==> config.mk <==
export PLATFORM = sky130hd
export DESIGN_NAME = rc5_key_expansion
export DESIGN_NICKNAME = d
export VERILOG_FILES = /design/src/rtl/rc5_key_expansion.sv
export SDC_FILE = /design/constraint.sdc
export NUM_CORES = 2
export LEC_CHECK = 0
export CAP_MARGIN = 0
export CORE_ASPECT_RATIO = 1.4
export CORE_MARGIN = 2
export CORE_UTILIZATION = 30
export DETAILED_ROUTE_END_ITERATION = 8
export PLACE_DENSITY_LB_ADDON = 0.1
export SLEW_MARGIN = 30
export SYNTH_ARGS = -nofsm -noshare
export SYNTH_HDL_FRONTEND = slang
export SYNTH_SLANG_ARGS = --single-unit
==> constraint.sdc <==
create_clock -name i_clk -period 22.3 [get_ports i_clk]
set_input_delay 4.46 -clock i_clk [delete_from_list [all_inputs] [get_ports i_clk]]
set_output_delay 4.46 -clock i_clk [all_outputs]
set_load 0.05 [all_outputs]
==> src/rtl/rc5_key_expansion.sv <==
// RC5-32/12/16 key scheduler: expands a 128-bit user key into the 26-word
// subkey table S[0..25] and serves it through a registered read port.
//
// Ports:
//   i_clk          rising-edge clock
//   i_rst_n        asynchronous active-low reset
//   i_start        one-cycle expansion request; i_key sampled on the same edge
//   i_key          user key, L[j] = i_key[32j+31:32j]
//   o_busy         high while INIT/MIX are running
//   o_done         one-cycle pulse when the table becomes valid
//   o_table_valid  table holds a completed expansion
//   i_sk_addr      subkey read index (0..25; larger reads return 0)
//   o_sk_data      S[i_sk_addr], one cycle after i_sk_addr
module rc5_key_expansion (
    input  logic         i_clk,
    input  logic         i_rst_n,
    input  logic         i_start,
    input  logic [127:0] i_key,
    output logic         o_busy,
    output logic         o_done,
    output logic         o_table_valid,
    input  logic [4:0]   i_sk_addr,
    output logic [31:0]  o_sk_data
);

    localparam int unsigned W         = 32;
    localparam int unsigned T         = 26;
    localparam int unsigned C         = 4;
    localparam int unsigned IW        = 5;
    localparam int unsigned KW        = 7;
    localparam int unsigned MIX_STEPS = 78;

    localparam logic [W-1:0] P32 = 32'hB7E15163;
    localparam logic [W-1:0] Q32 = 32'h9E3779B9;

    typedef enum logic [1:0] {
        S_IDLE,
        S_INIT,
        S_MIX,
        S_DONE
    } state_t;

    state_t          r_state;
    logic [W-1:0]    r_s [0:T-1];
    logic [W-1:0]    r_l [0:C-1];
    logic [W-1:0]    r_a;
    logic [W-1:0]    r_b;
    logic [W-1:0]    r_init_val;
    logic [IW-1:0]   r_i;
    logic [1:0]      r_j;
    logic [KW-1:0]   r_k;

    logic [W-1:0]    w_s_cur;
    logic [W-1:0]    w_l_cur;
    logic [W-1:0]    w_a_new;
    logic [W-1:0]    w_ab;
    logic [W-1:0]    w_b_new;
    logic [IW-1:0]   w_i_next;
    logic            w_s_we;
    logic [W-1:0]    w_s_wdata;

    // Rotate via a doubled word so a zero amount returns the operand unchanged.
    function automatic logic [W-1:0] rotl32(input logic [W-1:0] x, input logic [IW-1:0] s);
        logic [2*W-1:0] w_dbl;
        w_dbl = {x, x} << s;
        return w_dbl[2*W-1:W];
    endfunction

    // One mixing step and the table write port.
    always_comb begin
        w_s_cur   = r_s[r_i];
        w_l_cur   = r_l[r_j];
        w_a_new   = rotl32(w_s_cur + r_a + r_b, IW'(3));
        w_ab      = w_a_new + r_b;
        w_b_new   = rotl32(w_l_cur + w_ab, w_ab[IW-1:0]);
        w_i_next  = (r_i == IW'(T - 1)) ? '0 : r_i + IW'(1);
        w_s_we    = (r_state == S_INIT) || (r_state == S_MIX);
        w_s_wdata = (r_state == S_INIT) ? r_init_val : w_a_new;
    end

    // Subkey table storage; contents are don't-care after reset.
    always_ff @(posedge i_clk) begin
        if (w_s_we) begin
            r_s[r_i] <= w_s_wdata;
        end
    end

    // Control FSM with registered status outputs.
    always_ff @(posedge i_clk or negedge i_rst_n) begin
        if (!i_rst_n) begin
            r_state       <= S_IDLE;
            r_a           <= '0;
            r_b           <= '0;
            r_init_val    <= '0;
            r_i           <= '0;
            r_j           <= '0;
            r_k           <= '0;
            o_busy        <= 1'b0;
            o_done        <= 1'b0;
            o_table_valid <= 1'b0;
            for (int n = 0; n < int'(C); n++) begin
                r_l[n] <= '0;
            end
        end else begin
            o_done <= 1'b0;
            case (r_state)
                S_IDLE: begin
                    if (i_start) begin
                        for (int n = 0; n < int'(C); n++) begin
                            r_l[n] <= i_key[W*n +: W];
                        end
                        r_i           <= '0;
                        r_a           <= '0;
                        r_b           <= '0;
                        r_init_val    <= P32;
                        o_table_valid <= 1'b0;
                        o_busy        <= 1'b1;
                        r_state       <= S_INIT;
                    end
                end
                S_INIT: begin
                    r_init_val <= r_init_val + Q32;
                    r_i        <= w_i_next;
                    if (r_i == IW'(T - 1)) begin
                        r_j     <= '0;
                        r_k     <= '0;
                        r_state <= S_MIX;
                    end
                end
                S_MIX: begin
                    r_l[r_j] <= w_b_new;
                    r_a      <= w_a_new;
                    r_b      <= w_b_new;
                    r_i      <= w_i_next;
                    r_j      <= r_j + 2'd1;
                    r_k      <= r_k + KW'(1);
                    if (r_k == KW'(MIX_STEPS - 1)) begin
                        o_busy        <= 1'b0;
                        o_done        <= 1'b1;
                        o_table_valid <= 1'b1;
                        r_state       <= S_DONE;
                    end
                end
                S_DONE: begin
                    r_state <= S_IDLE;
                end
                default: begin
                    r_state <= S_IDLE;
                end
            endcase
        end
    end

    // Registered read port; out-of-range indices read as zero.
    always_ff @(posedge i_clk or negedge i_rst_n) begin
        if (!i_rst_n) begin
            o_sk_data <= '0;
        end else if (i_sk_addr < IW'(T)) begin
            o_sk_data <= r_s[i_sk_addr];
        end else begin
            o_sk_data <= '0;
        end
    end

endmodule

== Word-level counts from Yosys, hierarchy flattened ==
Memory sizes are Yosys's and may differ from the RTL's.
Index checks and enable logic that the tools add are counted.

* Shifts and indexed selects: 1
* Order comparisons: 3
* Reductions and logical operators: 14
* Muxes and demuxes: 36
* Add/subtract/negate cells: 8
* Equality and inequality tests: 8
* Bitwise logic cells: 1

{| class="wikitable"
|+ Operator list
! operator !! number
|-
| $pmux W128 S2 || 1
|-
| $mux W32 || 7
|-
| $pmux W32 S2 || 3
|-
| $add A32 B32 Y32 || 4
|-
| $bwmux W128 || 1
|-
| $mux W128 || 1
|-
| $bmux W32 S2 || 1
|-
| $demux W32 S2 || 1
|-
| $shl A64 B5 Y64 || 1
|-
| $add A32 B32 Y32 const B || 1
|-
| $pmux W7 S2 || 1
|-
| $mux W5 || 2
|-
| $pmux W5 S2 || 1
|-
| $mux W1 || 8
|-
| $mux W2 || 4
|-
| $pmux W2 S4 || 1
|-
| $reduce_and A2 Y1 || 4
|-
| $reduce_bool A2 Y1 || 4
|-
| $add A7 B1 Y7 const B || 1
|-
| $eq A7 B7 Y1 const B || 1
|-
| $mux W7 || 1
|-
| $reduce_and A3 Y1 || 2
|-
| $add A5 B1 Y5 const B || 1
|-
| $eq A5 B5 Y1 const B || 1
|-
| 15 further kinds || 18
|}

* Bits in registers: 275
* Memories kept: 1
* Memory bits (writable): 832
* Input port bits: 136

{| class="wikitable"
|+ Memories
! name !! depth !! bits a word !! rd ports !! clocked after Yosys merged registers in !! write ports !! line !! RTL
|-
| r_s || 26 || 32 || 2 || 0 || 1 || 44 || <nowiki>logic [W-1:0] r_s [0:T-1];</nowiki>
|}

== Depth between registers and ports, before layout ==
* Depth in word-level cells: 8
* Mapped depth: 52
* Gate-level depth less buffers: 47

== Worst setup path after synthesis ==
No wires, ideal clock.

* Path type: register to register
* Start point: register r_i[0]
* End point: register r_l[127] in the netlist's numbering
* Arrival time: 12.133 ns
* Path buffers: 6
* Stages on the path, launching flop included: 52
* Required time: 22.167 ns
* Path slack: 10.034 ns
* Path through: dfrtp_1 buf_1 clkbuf_1 clkbuf_1 clkbuf_1 buf_1 mux2i_1 nor2_1 a21oi_1 o221ai_1 fa_1 ha_1 fa_1 a21o_1 a21oi_1 o21ai_0 a41oi_1 o21ai_0 [... 16 more ...] o41ai_1 o21ai_0 nor2_1 xnor2_1 ha_1 clkbuf_1 nand4_1 nor2_1 a211oi_1 o21ai_0 a211oi_1 nand4b_1 and3_4 or2_4 nor3b_1 o41a_1 a2111oi_2 nor3_1

* Longest elaborated chain between the ends: 8

{| class="wikitable"
|+ RTL lines
! what !! line !! RTL
|-
| start, declared || 49 || <nowiki>logic [IW-1:0] r_i;</nowiki>
|-
| start signal, assigned || 123 || <nowiki>r_i <= w_i_next;</nowiki>
|-
| start signal, assigned || 134 || <nowiki>r_i <= w_i_next;</nowiki>
|-
| $mem_v2 Z26 W32 * || - ||
|-
| $add A32 B32 Y32 * (2 in series) || 73 || <nowiki>w_a_new = rotl32(w_s_cur + r_a + r_b, IW'(3));</nowiki>
|-
| $add A32 B32 Y32 * || 74 || <nowiki>w_ab = w_a_new + r_b;</nowiki>
|-
| $add A32 B32 Y32 || 75 || <nowiki>w_b_new = rotl32(w_l_cur + w_ab, w_ab[IW-1:0]);</nowiki>
|-
| $shl A64 B5 Y64 * || 65 || <nowiki>w_dbl = {x, x} << s;</nowiki>
|-
| $bwmux W128 * || 131 || <nowiki>r_l[r_j] <= w_b_new;</nowiki>
|-
| $pmux W128 S2 * || 106 || <nowiki>case (r_state)</nowiki>
|-
| end signal, assigned by index || 110 || <nowiki>r_l[n] <= i_key[W*n +: W];</nowiki>
|-
| end signal, assigned by index || 131 ||
|-
| end, declared || 45 || <nowiki>logic [W-1:0] r_l [0:C-1];</nowiki>
|}

Every way passes the cells marked *; elsewhere a longest branch is shown, timed or not.
A chain may end at the register's enable or synchronous reset.

== Worst setup path in the final report ==
* Start point: register r_i[0]
* End point: register r_b[3]

* Longest elaborated chain between the ends: 7

{| class="wikitable"
|+ RTL lines
! what !! line !! RTL
|-
| $mem_v2 Z26 W32 * || - ||
|-
| $add A32 B32 Y32 * (2 in series) || 73 ||
|-
| $add A32 B32 Y32 * || 74 ||
|-
| $add A32 B32 Y32 || 75 ||
|-
| $shl A64 B5 Y64 * || 65 ||
|-
| $pmux W32 S2 * || 106 ||
|-
| end signal, assigned || 133 || <nowiki>r_b <= w_b_new;</nowiki>
|-
| end, declared || 47 || <nowiki>logic [W-1:0] r_b;</nowiki>
|}

Marked as above.

==> metrics.txt <==
outcome finished clean; syn_area_per_cell 13.9 µm²; synthesized instance count 4,188; CTS Buf Count 118; vias in the first global route 41,500; register area share after synthesis 54.7%; synthesized net count 4,465; die height 525 µm; PostCTS Resize Cnt 0; EDFF count, synth 832; post-route ant nets 0; Via-to-Cell Ratio 5.72; f_max 66.1 MHz; CP max stage delay 940 ps; Reg2Reg Setup Slack 7160 ps; Worst Hold Launch r_j[0]; reg2reg end r_b[3]; Synth async-reset ratio 24.8%; global-route wire length before repair 323 mm; # hold bufs at CTS 0; kind of cell adding the most delay to the critical path compound AO/OA/AOI/OAI gates; Initial Util 30.2%; GP Congestion 0.924; RSZ-0062 raised after global routing no; Worst EP arrival 15,730 ps; clock-pin slew on the worst setup and hold paths 60 ps; Hold Crit Endpoint r_j[0]; Post-Route Setup TNS 0 ps; crit path launch type flop; Post-DP HPWL 151 mm; most common flop cell mapped by yosys edfxtp_1; Yosys top cell by area edfxtp_1; Final Skew 37.0 ps; worst-margin pin slew 1050 ps; vias post-DR 39,600; HP Class flop to flop; Overall Global Routing Usage 23.0%; drt first pass iters 5; clock sink count 1,107; R2R cell count 48; Placed Instances 6,691; synth warn 0; CP Capture Type flop; Clock Latency Late Sink 770 ps; # port buffers 170; slew margin rel. 29.7%; Post-route DRC 0; Fin. Hold Viols 0; largest net degree at the start of global routing 91; # fillers 18,800; min cycle time layout 15,140 ps; Top Ports 171; CP Depth 48; Critical Path RT 22,900 ps; chip width 376 µm; register area 31,900 µm²; TritonCTS clock tree built; gr ovfl total 0; 1st-iter DRT viols 3,195; flops & latches, synth 1,107; H-Tree Depth 3; number of antenna violations at the first check in global routing 6; root buf cell clkbuf_16; FF-to-FF Start r_i[0]; layout cells sized above 1 20.6%; Crit Path Category flop to flop; Post-Layout Cell Count 6,920; maxcap violations 0; Area contributors post-synth edfxtp_1 43%, mux4_2 16%, dfrtp_1 12%; total die area 198,000 µm²; CTS max path bufs 3; unique cell type count in the Yosys netlist 84; drt wl/cell 33.2 µm; core footprint 193,000 µm²; Slew Limit Fails 0; Setup Viol. Count Final 0; final period utilization 67.9%; post-CTS setup buffers 0; Top cell by count, worst path o21ai_0; top cell type's share of synthesized area 42.9%; worst-path fanout max 77; Routed Wire Length 230 mm; multi-input logic area 25,200 µm²; Crit-path slowest cell dfrtp_4; synthesis-to-layout area growth 15.9%; num rows 191; synthesized cell area 58,200 µm²; Hold Path Stages 1; WP buf/inv 3; nets@finish 4,579
-- worst register-to-register path: cells and delay by family (launching register included) --
family,cells,cell delay (ps)
compound gates,29,8080
xor+xnor,2,220
fa+ha+maj,5,2140
buf+inv,3,1660
flops,1,940
mux,1,620
simple gates,8,1310
-- cell families after synthesis --
logic type	count (synthesis)	share of synthesized area [%]
flops	1107	54.7
fa+ha+maj	141	3.47
xor+xnor	110	1.65
compound gates	1066	12.3
simple gates	770	5.89
buf+inv	385	2.51
mux	609	19.5
-- metrics by stage --
| step | cell area (µm²) | setup slack [ps] | hold slack [ps] | utilization [%] |
|---|---|---|---|---|
| final | 67500 | 7160 | 484 | 34.9 |
| after global routing | 67500 | 6080 | 493 | 34.9 |
| after CTS | 67400 | 6990 | 488 | 34.9 |
| after detailed placement | 63400 | 7090 | 481 | 32.8 |
| after global placement | 63200 | 7130 | 474 | 32.7 |
| after floorplan | 58200 | 10030 | 456 | - |
-- Yosys cell counts, types with 50 or more instances --
cell,number
a21oi_1,344
nor2_1,221
xnor2_1,77
o221ai_1,50
o21ai_0,159
clkbuf_1,226
nand2_1,324
edfxtp_1,832
inv_1,77
buf_1,71
dfrtp_1,275
mux2i_1,136
o32ai_1,118
ha_1,107
mux4_2,414
mux2_2,59
-- worst max-delay path by stage --
stage | from | endpoint
5_1_grt | r_i[0] | r_l[100]
6_report | r_i[0] | r_b[3]
3_3_place_gp | r_i[0] | r_l[99]
2_1_floorplan | r_i[0] | r_l[127]
3_5_place_dp | r_i[0] | r_l[35]
4_1_cts | r_i[0] | r_b[3]
-- area by class of cell --
cell class | count | share of cell area [%]
antenna | 3 | 0.0111
clock buffer | 143 | 4.68
clock inverter | 83 | 1.36
inverter | 83 | 0.464
multi-input combinational | 2696 | 37.4
sequential | 1107 | 47.3
tap | 2509 | 4.65
timing repair buffer | 296 | 4.17
-- per-layer routing --
layer / wire length (µm) / share of wire [%] / vias to the layer above / GRT usage [%]
met5: 0 / 0 / - / 0
met4: 7870 / 3.4 / 0 / 7.59
met3: 8490 / 3.7 / 315 / 2.16
met2: 121000 / 53 / 1146 / 41.7
met1: 92800 / 40 / 21100 / 28.4
li1: - / - / 17000 / -
-- registers in the layout (all words and copies together), names as in the netlist --
register,count
o_busy,1
o_done,1
o_sk_data,32
o_table_valid,1
r_a,32
r_b,32
r_i,5
r_init_val,32
r_j,2
r_k,7
r_l,128
r_s,832
r_state,2
-- layout by cell type (no fill, tap or decap), types with 114 or more instances in the layout --
master | Yosys | layout
clkdlybuf4s50_1 | 0 | 165
buf_4 | 1 | 114
nand2_1 | 324 | 313
o32ai_1 | 118 | 118
edfxtp_1 | 832 | 832
dfrtp_1 | 275 | 268
mux2i_1 | 136 | 134
clkbuf_16 | 0 | 120
a21oi_1 | 344 | 344
nor2_1 | 221 | 193
mux4_2 | 414 | 414
o21ai_0 | 159 | 153
Power is not shown: default switching activity piles up to over one toggle a cycle in this logic, so the estimate is an artifact.
